<file path="src/rtl/seg_dynamic_decode_if.sv">
// seg_dynamic_decode_if: multiplexed 7-segment bus plus the reconstructed frame outputs
interface seg_dynamic_decode_if;
  logic [5:0] sel;
  logic [7:0] seg;
  logic [19:0] data;
  logic [5:0] point;
  logic sign;
  logic data_valid;
  logic glyph_err;
  logic disp_off;
  modport master (output sel, seg, input data, point, sign, data_valid, glyph_err, disp_off);
  modport slave (input sel, seg, output data, point, sign, data_valid, glyph_err, disp_off);
endinterface

</file>
<file path="src/rtl/seg_dynamic_decode.sv">
// seg_dynamic_decode: rebuilds value, points, sign from a 6-digit multiplexed 7-seg bus; CHECK_CONSISTENT_EN adds torn-frame filtering
module seg_dynamic_decode #(
  parameter int SETTLE_CNT = 4,
  parameter logic [23:0] TIMEOUT = 24'd600_000
) (
  input logic sys_clk,
  input logic sys_rst_n,
  seg_dynamic_decode_if.slave bus
);
  localparam int CW = $clog2(SETTLE_CNT + 1);
  typedef enum logic [1:0] {COLLECT, CONVERT, OUTPUT} state_t;
  state_t state;
  logic [5:0] sel_r, sel_p, pnt, cpnt, seen, lmask;
  logic [7:0] seg_r, seg_p;
  logic [CW-1:0] cnt;
  logic [23:0] dig, cdig, tcnt;
  logic [19:0] acc;
  logic [2:0] idx;
  logic [3:0] g_dig;
  logic fsign, ferr, csign, cerr, same, onehot, latch, g_ok, g_minus, pass;
`ifdef CHECK_CONSISTENT_EN
  logic [27:0] cand;
  logic cand_v;
  assign pass = cand_v && cand == {acc, cpnt, csign, cerr};
`else
  assign pass = 1'b1;
`endif
  assign same = {sel_r, seg_r} == {sel_p, seg_p};
  assign onehot = sel_r != 6'd0 && (sel_r & (sel_r - 6'd1)) == 6'd0;
  assign latch = same && onehot && cnt == CW'(SETTLE_CNT - 1);
  assign lmask = latch ? sel_r : 6'd0;
  // glyph to digit; blank and minus give 0, anything unknown flags an error
  always_comb begin
    g_ok = 1'b1;
    g_minus = 1'b0;
    g_dig = 4'd0;
    case (seg_r[6:0])
      7'h40: g_dig = 4'd0;
      7'h79: g_dig = 4'd1;
      7'h24: g_dig = 4'd2;
      7'h30: g_dig = 4'd3;
      7'h19: g_dig = 4'd4;
      7'h12: g_dig = 4'd5;
      7'h02: g_dig = 4'd6;
      7'h78: g_dig = 4'd7;
      7'h00: g_dig = 4'd8;
      7'h10: g_dig = 4'd9;
      7'h3F: g_minus = 1'b1;
      7'h7F: g_dig = 4'd0;
      default: g_ok = 1'b0;
    endcase
  end
  // input registers and settle counter; a latch fires once as the count reaches SETTLE_CNT
  always_ff @(posedge sys_clk or negedge sys_rst_n)
    if (!sys_rst_n) {sel_r, seg_r, sel_p, seg_p, cnt} <= '0;
    else begin
      {sel_r, seg_r, sel_p, seg_p} <= {bus.sel, bus.seg, sel_r, seg_r};
      cnt <= !same ? '0 : cnt == CW'(SETTLE_CNT) ? cnt : cnt + 1'b1;
    end
  // collecting frame buffer; leaving COLLECT snapshots it so later latches start the next frame
  always_ff @(posedge sys_clk or negedge sys_rst_n)
    if (!sys_rst_n) {dig, pnt, seen, fsign, ferr, cdig, cpnt, csign, cerr} <= '0;
    else begin
      for (int i = 0; i < 6; i++)
        if (lmask[i]) begin
          dig[4*i +: 4] <= g_dig;
          pnt[i] <= ~seg_r[7];
        end
      if (state == COLLECT && seen == 6'h3F) begin
        {cdig, cpnt, csign, cerr} <= {dig, pnt, fsign, ferr};
        seen <= lmask;
        fsign <= latch & g_minus;
        ferr <= latch & ~g_ok;
      end else begin
        seen <= seen | lmask;
        fsign <= fsign | (latch & g_minus);
        ferr <= ferr | (latch & ~g_ok);
      end
    end
  // conversion FSM, registered outputs and the display-off timer
  always_ff @(posedge sys_clk or negedge sys_rst_n)
    if (!sys_rst_n) begin
      state <= COLLECT;
      {idx, acc, tcnt} <= '0;
      {bus.data, bus.point, bus.sign, bus.data_valid, bus.glyph_err} <= '0;
      bus.disp_off <= 1'b1;
`ifdef CHECK_CONSISTENT_EN
      {cand, cand_v} <= '0;
`endif
    end else begin
      bus.data_valid <= 1'b0;
      bus.glyph_err <= 1'b0;
      tcnt <= tcnt == TIMEOUT ? tcnt : tcnt + 24'd1;
      if (tcnt == TIMEOUT - 24'd1) bus.disp_off <= 1'b1;
      case (state)
        COLLECT: if (seen == 6'h3F) begin
          state <= CONVERT;
          idx <= 3'd5;
        end
        CONVERT: begin
          acc <= (acc << 3) + (acc << 1) + 20'(cdig[4*idx +: 4]);
          idx <= idx - 3'd1;
          if (idx == 3'd0) state <= OUTPUT;
        end
        default: begin
          state <= COLLECT;
          acc <= '0;
`ifdef CHECK_CONSISTENT_EN
          cand <= {acc, cpnt, csign, cerr};
          cand_v <= 1'b1;
`endif
          if (pass) begin
            {bus.data, bus.point, bus.sign, bus.glyph_err} <= {acc, cpnt, csign, cerr};
            bus.data_valid <= 1'b1;
            bus.disp_off <= 1'b0;
            tcnt <= '0;
          end
        end
      endcase
    end
endmodule

</file>
<file path="src/flat_wrapper.sv">
// flat-port wrapper written by rule: the top's interface ports become plain ports
module seg_dynamic_decode_flat 
#(
  parameter int SETTLE_CNT = 4,
  parameter logic [23:0] TIMEOUT = 24'd600_000
)
  (sys_clk, sys_rst_n, bus_sel, bus_seg, bus_data, bus_point, bus_sign, bus_data_valid, bus_glyph_err, bus_disp_off);
  seg_dynamic_decode_if bus_i ();
  input logic sys_clk;
  input logic sys_rst_n;
  input wire logic [$bits(bus_i.sel)-1:0] bus_sel;
  input wire logic [$bits(bus_i.seg)-1:0] bus_seg;
  output wire logic [$bits(bus_i.data)-1:0] bus_data;
  output wire logic [$bits(bus_i.point)-1:0] bus_point;
  output wire logic [$bits(bus_i.sign)-1:0] bus_sign;
  output wire logic [$bits(bus_i.data_valid)-1:0] bus_data_valid;
  output wire logic [$bits(bus_i.glyph_err)-1:0] bus_glyph_err;
  output wire logic [$bits(bus_i.disp_off)-1:0] bus_disp_off;
  assign bus_i.sel = bus_sel;
  assign bus_i.seg = bus_seg;
  assign bus_data = bus_i.data;
  assign bus_point = bus_i.point;
  assign bus_sign = bus_i.sign;
  assign bus_data_valid = bus_i.data_valid;
  assign bus_glyph_err = bus_i.glyph_err;
  assign bus_disp_off = bus_i.disp_off;
  seg_dynamic_decode #(.SETTLE_CNT(SETTLE_CNT), .TIMEOUT(TIMEOUT)) u_core (.sys_clk(sys_clk), .sys_rst_n(sys_rst_n), .bus(bus_i));
endmodule
</file>
<file path="config.mk">
export PLATFORM = sky130hd
export DESIGN_NAME = seg_dynamic_decode_flat
export DESIGN_NICKNAME = d
export VERILOG_FILES = /design/src/rtl/seg_dynamic_decode_if.sv /design/src/rtl/seg_dynamic_decode.sv /design/src/flat_wrapper.sv
export SDC_FILE = /design/constraint.sdc
export NUM_CORES = 1
export LEC_CHECK = 0
export CAP_MARGIN = 20
export CORE_ASPECT_RATIO = 0.9
export CORE_MARGIN = 2
export CORE_UTILIZATION = 62
export CTS_BUF_LIST = sky130_fd_sc_hd__clkbuf_8
export DETAILED_ROUTE_END_ITERATION = 7
export GPL_ROUTABILITY_DRIVEN = 0
export PLACE_DENSITY = 0.84
export SYNTH_ARGS = -nofsm -noshare
export SYNTH_HDL_FRONTEND = slang
export SYNTH_SLANG_ARGS = --single-unit
</file>
<file path="constraint.sdc">
create_clock -name sys_clk -period 4 [get_ports sys_clk]
set_input_delay 0.4 -clock sys_clk [delete_from_list [all_inputs] [get_ports sys_clk]]
set_output_delay 0.4 -clock sys_clk [all_outputs]
set_load 0.03 [all_outputs]
</file>
After elaboration in Yosys (flattened, before gate mapping)
Cells that the tools add are included.
{ "word_totals": {"reg_bits": 180, "in_bits": 16, "output_inout_bits": 30, "word_cells": 107} }
{ "classes": {"add_sub_neg": 6, "eq_ne": 23, "shift": 1, "muxes": 21, "n_bitwise": 8, "reduce_logical": 14} }
{ "ops": {"columns": ["cell", "count"], "rows": [
  ["equality test 24 x 20 -> 1 bit, second input constant", 2],
  ["two-way mux 24 bit", 2],
  ["one-hot mux 20 bit (2 select lines)", 1],
  ["one-hot mux 4 bit (9 select lines)", 1],
  ["equality test 7 bit, second input constant", 4],
  ["adder 24 x 1 -> 24 bit, second input constant", 1],
  ["indexed part select 24 x 6 -> 4 bit", 1],
  ["equality test 7 x 5 -> 1 bit, second input constant", 3],
  ["equality test 7 x 6 -> 1 bit, second input constant", 3],
  ["adder 20 bit", 1],
  ["adder 20 x 4 -> 20 bit", 1],
  ["equality test 14 bit", 1],
  ["two-way mux 6 bit", 2],
  ["OR reduction 12 bit", 1],
  ["two-way mux 3 bit", 3],
  ["two-way mux 1 bit", 8],
  ["equality test 7 x 2 -> 1 bit, second input constant", 1],
  ["logical NOT 7 bit", 1],
  ["AND 6 bit", 1],
  ["equality test 6 bit, second input constant", 1],
  ["logical NOT 6 bit", 1],
  ["!= test 2 bit, second input constant", 3],
  ["OR 6 bit", 1],
  ["one-hot mux 3 bit (2 select lines)", 1],
  ["other kinds (19)", 28]
]} }

Longest topological paths before layout
Gate-level depths: netlist of the first run.
{ "depth": {"word_depth": 9, "depth_mapped": 13, "mapped_depth_nobuf": 13} }

Worst setup path before layout of the first run
No wires, ideal clock.
{ "synth_path": {"kind": "register to register", "from": "reg u_core.idx[0]", "to": "reg u_core.acc[15]", "t_arrival_ns": 3.395, "required_ns": 3.869, "slack_ns": 0.474, "path_stages_with_launch": 13, "path_buffers": 1, "cell_sequence": "dfrtp_1 > buf_1 > mux4_2 > a21oi_1 > fa_1 > inv_1 > ha_1 > a21o_1 > nand4_1 > a21oi_1 > o211ai_1 > and4_1 > or3_1"} }
{ "synth_via": {"elab_chain_len": 3} }
{ "synth_rtl": {"columns": ["element", "line", "source"], "rows": [
  ["start, declared", "seg_dynamic_decode.sv:18", "logic [2:0] idx;"],
  ["start signal, assigned", "seg_dynamic_decode.sv:102", "idx <= idx - 3'd1;"],
  ["indexed part select 24 x 6 -> 4 bit", "seg_dynamic_decode.sv:101", "acc <= (acc << 3) + (acc << 1) + 20'(cdig[4*idx +: 4]);"],
  ["adder 20 x 4 -> 20 bit", "seg_dynamic_decode.sv:101", null],
  ["one-hot mux 20 bit (2 select lines)", "seg_dynamic_decode.sv:95", "case (state)"],
  ["end signal, assigned", "seg_dynamic_decode.sv:101", null],
  ["end, declared", "seg_dynamic_decode.sv:17", "logic [19:0] acc;"]
]} }
No other way between the ends.
A chain may end at the register's enable or synchronous reset.

Final worst setup path of the first run
Ends and elaborated chain as after synthesis.

==> results of run 1 <==
## state kept, by name, indices dropped and copies added (netlist names), 6 cells and up
register and count:
u_core.bus.data 20, u_core.cpnt 6, u_core.bus.point 6, u_core.tcnt 24, u_core.cdig 24, u_core.dig 24, u_core.seg_r 8, u_core.pnt 6
u_core.seen 6, u_core.sel_p 6, u_core.acc 20, u_core.seg_p 8, u_core.sel_r 6
## layer usage
metal,share of wire [%],up-vias
li1,-,2769
met1,43,2950
met2,51,161
met3,4.6,27
met4,1.6,0
met5,0,-
## cells by family (layout without fill, tap and decap cells)
family	after synthesis	after routing	share of synthesized area (%)
flip-flops	180	180	53.1
AO/OA/AOI/OAI	89	89	6.74
adder cells (fa/ha/maj)	43	43	6.52
XOR/XNOR	49	49	5.06
AND/OR/NAND/NOR	287	287	15.7
buffers and inverters	58	109	2.67
multiplexers	75	75	10.2
## layout make-up
class | instances | share of cell area (%)
flip-flops and latches | 180 | 47.6
multi-input cells | 543 | 39.5
repair buffers | 49 | 5.22
clock buffers | 18 | 2.61
well taps | 168 | 2.22
clock inverters | 14 | 1.73
inverters | 28 | 1.11
## synthesized netlist by cell type (4+ instances only)
cell type,number,area share [%]
o211ai_1,4,0.35
a21oi_1,25,1.5
nor2b_1,6,0.44
buf_1,7,0.31
mux2_2,50,6.6
o21ai_0,21,1.2
ha_1,41,6.1
and3_1,8,0.59
nand2b_1,5,0.37
nand4_1,13,0.96
nor4_1,7,0.52
dfrtp_1,179,53
a31oi_1,4,0.30
or3_1,6,0.44
nor2_1,62,2.7
nor3_1,11,0.65
a21o_1,7,0.62
nand2_2,6,0.44
nand3_1,21,1.2
mux4_2,4,1.1
mux2i_1,20,2.4
xor2_1,28,2.9
and4_1,4,0.41
xnor2_1,21,2.2
clkbuf_1,21,0.93
inv_1,28,1.2
nand2_1,125,5.5
## path summary, 6_finish.rpt
kind / endpoint / slack [ps] / depth (start not counted)
setup reg to reg: u_core.acc[15] / 500 / 11
hold / removal: u_core.acc[8] / 60 / 1
max in group asynchronous: u_core.dig[14] / 3030 / 2
hold reg to reg: u_core.seen[3] / 470 / 2
min in group sys_clk: u_core.sel_r[5] / 350 / 1
setup / recovery: u_core.acc[15] / 500 / 11
## power by group
group	switching (mW)	internal (mW)	total, mW
clock network	0.688	0.590	1.28
registers	0.0216	1.83	1.85
logic	0.0502	0.0295	0.0797
## through the flow
step           cells  power (mW)
2_1_floorplan    781        1.91
3_3_place_gp     968        1.97
3_5_place_dp     968        1.97
4_1_cts         1000        3.25
5_1_grt         1000        3.33
6_report        1000        3.21
## worst reg2reg max path, cell delays in order, from the launching register on
cell and delay (ps):
dfrtp_1 450, mux4_2 520, a21oi_1 190, fa_1 440, inv_1 130, ha_1 160
a21o_1 160, nand4_1 160, a21oi_1 410, o211ai_1 180, and4_1 220, or3_1 360
==> reports/summary.txt, run 1 <==
Status -> finished clean
Syn Nets -> 840
Die Span Y -> 115 um
Critical-path top delay cell -> mux4_2
CTS Buf Count -> 17
Unrepaired setup endpoints after global routing -> false
Drt total wl -> 16300 um
H-tree levels -> 4
Min cycle time layout -> 3500 ps
Most numerous cell on the critical path -> a21oi_1
Slew Limit Fails -> 0
Post-Place Cell Area -> 9060 um2
Synth Flop Type -> dfrtp_1
Unique masters post-synth -> 59
Core area -> 13400 um2
CP Cell Sequence -> mux4_2, a21oi_1, fa_1, inv_1, ha_1, a21o_1, nand4_1, a21oi_1, o211ai_1, and4_1, or3_1
Post-synth ARST share -> 100%
Crit Path Class -> reg -> reg
Crit share post-route -> 87.4%
PD cells -> 339 nW/um2
Critical path fanouts, max -> 6
Final ANT Viol Nets -> 0
Max-cap viol count -> 0
Via density -> 5.91
Cell area after synthesis -> 8480 um2
Flops & latches, synth -> 180
Via count -> 5907
Hold buffers post-CTS -> 0
Syn-to-layout area delta -> 11.7%
Crit start category -> flop
DRT iter0 DRCs -> 447
Grt met2 use -> 40.6%
Postcts setup bufs -> 0
DIE AREA -> 14600 um2
M3 GR Usage -> 6.19%
Top Ports -> 46
Row cnt -> 40
Routed len/inst -> 16.3 um
Highest-count cells in the layout ignoring fill and taps -> 178 x dfrtp_1, 125 x nand2_1, 62 x nor2_1
Worst-margin pin slew -> 1020 ps
Final hold violation count -> 0
Reg2Reg Launch Point -> u_core.idx[0]
Reg clk slew, reported paths -> 90 ps
Busiest grt layer -> met2
Number of fill cells -> 955
Overflow after GRT -> 0
GRT Total Usage -> 24.3%
Worst-Skew Late Latency -> 470 ps
Met1 GRT Util -> 31.4%
CTS Root Cell -> clkbuf_8
CP Launch Point -> u_core.idx[0]
Fin Setup TNS -> 0 ps
Max-slew headroom -> 31.4%
Max incr delay on CP -> 520 ps
Multi-input gate area -> 3750 um2
Most common cell after layout, fill and taps aside -> dfrtp_1
Critical path endpoint category -> flop
Static leakage -> 4.70 nW
CTS Sinks -> 180
Sequential fraction of the synthesis area -> 53.1%
Avg Inst Size Synth -> 10.9 um2
Synth Instances -> 781
Initial Utilization -> 63.4%
Layout Nets -> 878
Initial antenna violation count -> 0
Min Hold Slack -> 55.1 ps
Number of global-route vias before repair -> 5895
F_max -> 0.286 GHz
CTS tree -> built
Largest net degree at the start of global routing -> 110
Worst Path Arrival -> 3850 ps
CP Buf/Inv Count -> 1
Worst setup margin -> 505 ps
Final HPWL DP -> 11200 um
IO buf count -> 45
Hold Path Class -> in -> async
DRT Pass-1 Iters -> 5
Crit path required time -> 4360 ps
Final non-filler cell area -> 9470 um2
Final Core Density -> 70.9%
Place WS -> 566 ps
Critical path's top delay family -> compound AO/OA/AOI/OAI gates
Clock buffer depth -> 2
Worst ir drop on vdd -> 0.334 mV
Number of synthesized flops with an enable pin -> 0
FF+latch area -> 4510 um2
Ys Warns -> 0
Layout Skew -> 13.0 ps
PostCTS Resize Cnt -> 0
First-pass GRT wire length -> 28000 um
Fraction of layout cells with a size suffix above 1 -> 12.4%
Ant. Diodes -> 0
# DRC -> 0
Chip width -> 127 um
Setup violators final -> 0
Power figures use the tool's default switching activity.
==> run 2: changes to the inputs <==
--- a/config.mk
+++ b/config.mk
@@ -12,6 +12,7 @@
 export CTS_BUF_LIST = sky130_fd_sc_hd__clkbuf_8
 export DETAILED_ROUTE_END_ITERATION = 7
 export GPL_ROUTABILITY_DRIVEN = 0
+export HOLD_SLACK_MARGIN = 0.05
 export PLACE_DENSITY = 0.84
 export SYNTH_ARGS = -nofsm -noshare
 export SYNTH_HDL_FRONTEND = slang
==> results of run 2 <==
Final layout, timing and power as in run 1 (identical DEF).
==> run 3: changes to the inputs <==
--- a/config.mk
+++ b/config.mk
@@ -6,7 +6,7 @@
 export NUM_CORES = 1
 export LEC_CHECK = 0
 export CAP_MARGIN = 20
-export CORE_ASPECT_RATIO = 0.9
+export CORE_ASPECT_RATIO = 0.8
 export CORE_MARGIN = 2
 export CORE_UTILIZATION = 62
 export CTS_BUF_LIST = sky130_fd_sc_hd__clkbuf_8
==> reports/summary.txt, run 3 (same netlist as run 1, synthesis figures left out) <==
Largest net degree at the start of global routing -> 101 (was 110)
Core area -> 13500 um2 (was 13400 um2)
FF+latch area -> 4510 um2 (unchanged)
Initial Utilization -> 63.0% (was 63.4%)
Reg clk slew, reported paths -> 90 ps (about the same)
Number of global-route vias before repair -> 5777 (was 5895)
Place WS -> 311 ps (was 566 ps)
Critical path fanouts, max -> 11 (was 6)
Status -> finished clean (unchanged)
Via density -> 5.79 (was 5.91)
CTS Buf Count -> 17 (unchanged)
Worst-Skew Late Latency -> 480 ps (was 470 ps)
Highest-count cells in the layout ignoring fill and taps -> 178 x dfrtp_1, 125 x nand2_1, 62 x nor2_1 (unchanged)
Critical-path top delay cell -> dfrtp_1 (was mux4_2)
Most common cell after layout, fill and taps aside -> dfrtp_1 (unchanged)
Top Ports -> 46 (unchanged)
Worst setup margin -> 308 ps (was 505 ps)
Number of fill cells -> 927 (was 955)
Fin Setup TNS -> 0 ps (unchanged)
Row cnt -> 38 (was 40)
PostCTS Resize Cnt -> 0 (unchanged)
Routed len/inst -> 16.3 um (about the same)
Max-slew headroom -> 36.5% (was 31.4%)
Crit start category -> flop (unchanged)
Ant. Diodes -> 0 (unchanged)
Worst ir drop on vdd -> 0.319 mV (was 0.334 mV)
Non-filler instance count after layout -> 1014 (was 1000)
DRT iter0 DRCs -> 468 (was 447)
CP Cell Sequence -> mux4_2, a21oi_1, fa_1, inv_1, ha_1, a21o_1, nand4_1, a21oi_1, o211ai_1, and4_1, or3_1 (unchanged)
Worst Path Arrival -> 4040 ps (was 3850 ps)
Final hold violation count -> 0 (unchanged)
Overflow after GRT -> 0 (unchanged)
Slew Limit Fails -> 0 (unchanged)
Min cycle time layout -> 3690 ps (was 3500 ps)
Initial antenna violation count -> 0 (unchanged)
GRT Total Usage -> 25.0% (was 24.3%)
CTS Sinks -> 180 (unchanged)
Max incr delay on CP -> 670 ps (was 520 ps)
Via count -> 5871 (was 5907)
H-tree levels -> 4 (unchanged)
Crit Path Class -> reg -> reg (unchanged)
# DRC -> 0 (unchanged)
Min Hold Slack -> 347 ps (was 55.1 ps)
Hold Path Class -> in -> reg (was in -> async)
Placed Instances -> 981 (was 968)
Die Span Y -> 109 um (was 115 um)
Final ANT Viol Nets -> 0 (unchanged)
Layout Nets -> 880 (was 878)
CTS tree -> built (unchanged)
Syn-to-layout area delta -> 12.3% (was 11.7%)
DRT Pass-1 Iters -> 5 (unchanged)
Max-cap viol count -> 0 (unchanged)
F_max -> 0.271 GHz (was 0.286 GHz)
Worst-margin pin slew -> 952 ps (was 1020 ps)
Chip width -> 135 um (was 127 um)
Critical path's top delay family -> compound AO/OA/AOI/OAI gates (unchanged)
Most numerous cell on the critical path -> a21oi_1 (unchanged)
IO buf count -> 45 (unchanged)
Unrepaired setup endpoints after global routing -> false (unchanged)
Drt total wl -> 16500 um (was 16300 um)
Layout Skew -> 9.11 ps (was 13.0 ps)
Fraction of layout cells with a size suffix above 1 -> 12.5% (was 12.4%)
PD cells -> 342 nW/um2 (was 339 nW/um2)
Critical path endpoint category -> flop (unchanged)
Final Core Density -> 70.8% (was 70.9%)
CTS Root Cell -> clkbuf_8 (unchanged)
Clock buffer depth -> 2 (unchanged)
Multi-input gate area -> 3750 um2 (unchanged)
CP Buf/Inv Count -> 1 (unchanged)
First-pass GRT wire length -> 28500 um (was 28000 um)
DIE AREA -> 14600 um2 (about the same)
Final HPWL DP -> 11300 um (was 11200 um)
Setup violators final -> 0 (unchanged)
Static leakage -> 4.71 nW (was 4.70 nW)
Crit share post-route -> 92.3% (was 87.4%)
Crit path required time -> 4350 ps (was 4360 ps)
run 3: cell count changes in the layout (fill, tap and decap cells not counted), sizes merged:
cell	previous run	this run
buf	5	6
clkbuf	18	19
bufinv	2	3
inv	35	30
dlygate4sd3	0	1
clkinv	3	5
clkinvlp	2	3
run 3: final cells by class:
cell class,instances,area share (%)
multi-input cells,543,39.3
clock inverters,13,1.85
well taps,180,2.37
clock buffers,19,2.75
flip-flops and latches,180,47.3
repair buffers,51,5.24
inverters,28,1.10
run 3: metal layers:
metal	vias up	global-route usage, %	wire length, um
li1	2768	-	-
met1	2912	33.3	7360
met5	-	0	0
met2	163	40.6	8130
met4	0	9.62	301
met3	28	5.25	718
run 3: worst paths after layout:
path,startpoint,endpoint,slack [ps],cells after the start
max,u_core.idx[0],u_core.acc[15],310,11
min,bus_seg[5],u_core.seg_r[5],350,1
max reg2reg,u_core.idx[0],u_core.acc[15],310,11
min reg2reg,u_core.dig[19],u_core.cdig[19],470,2
max in group asynchronous,sys_rst_n,u_core.cpnt[1],2370,3
min in group asynchronous,sys_rst_n,u_core.bus.data[12],570,2
run 3: repair_timing:
action                    in CTS  in global routing
hold endpoints to repair      28                  0
buffers inserted               0                  0
hold buffers                   1                  0
run 3: metrics by stage:
stage,total power [mW],area [um2]
floorplan,1.91,8480
global placement,1.97,9070
detailed placement,1.97,9070
CTS,3.29,9520
global route,3.38,9520
finish,3.26,9520
run 3: where the power goes:
part | total [mW] | switching, mW | internal, mW
combinational | 0.0814 | 0.0514 | 0.0301
clock | 1.33 | 0.665 | 0.660
sequential | 1.85 | 0.0213 | 1.83
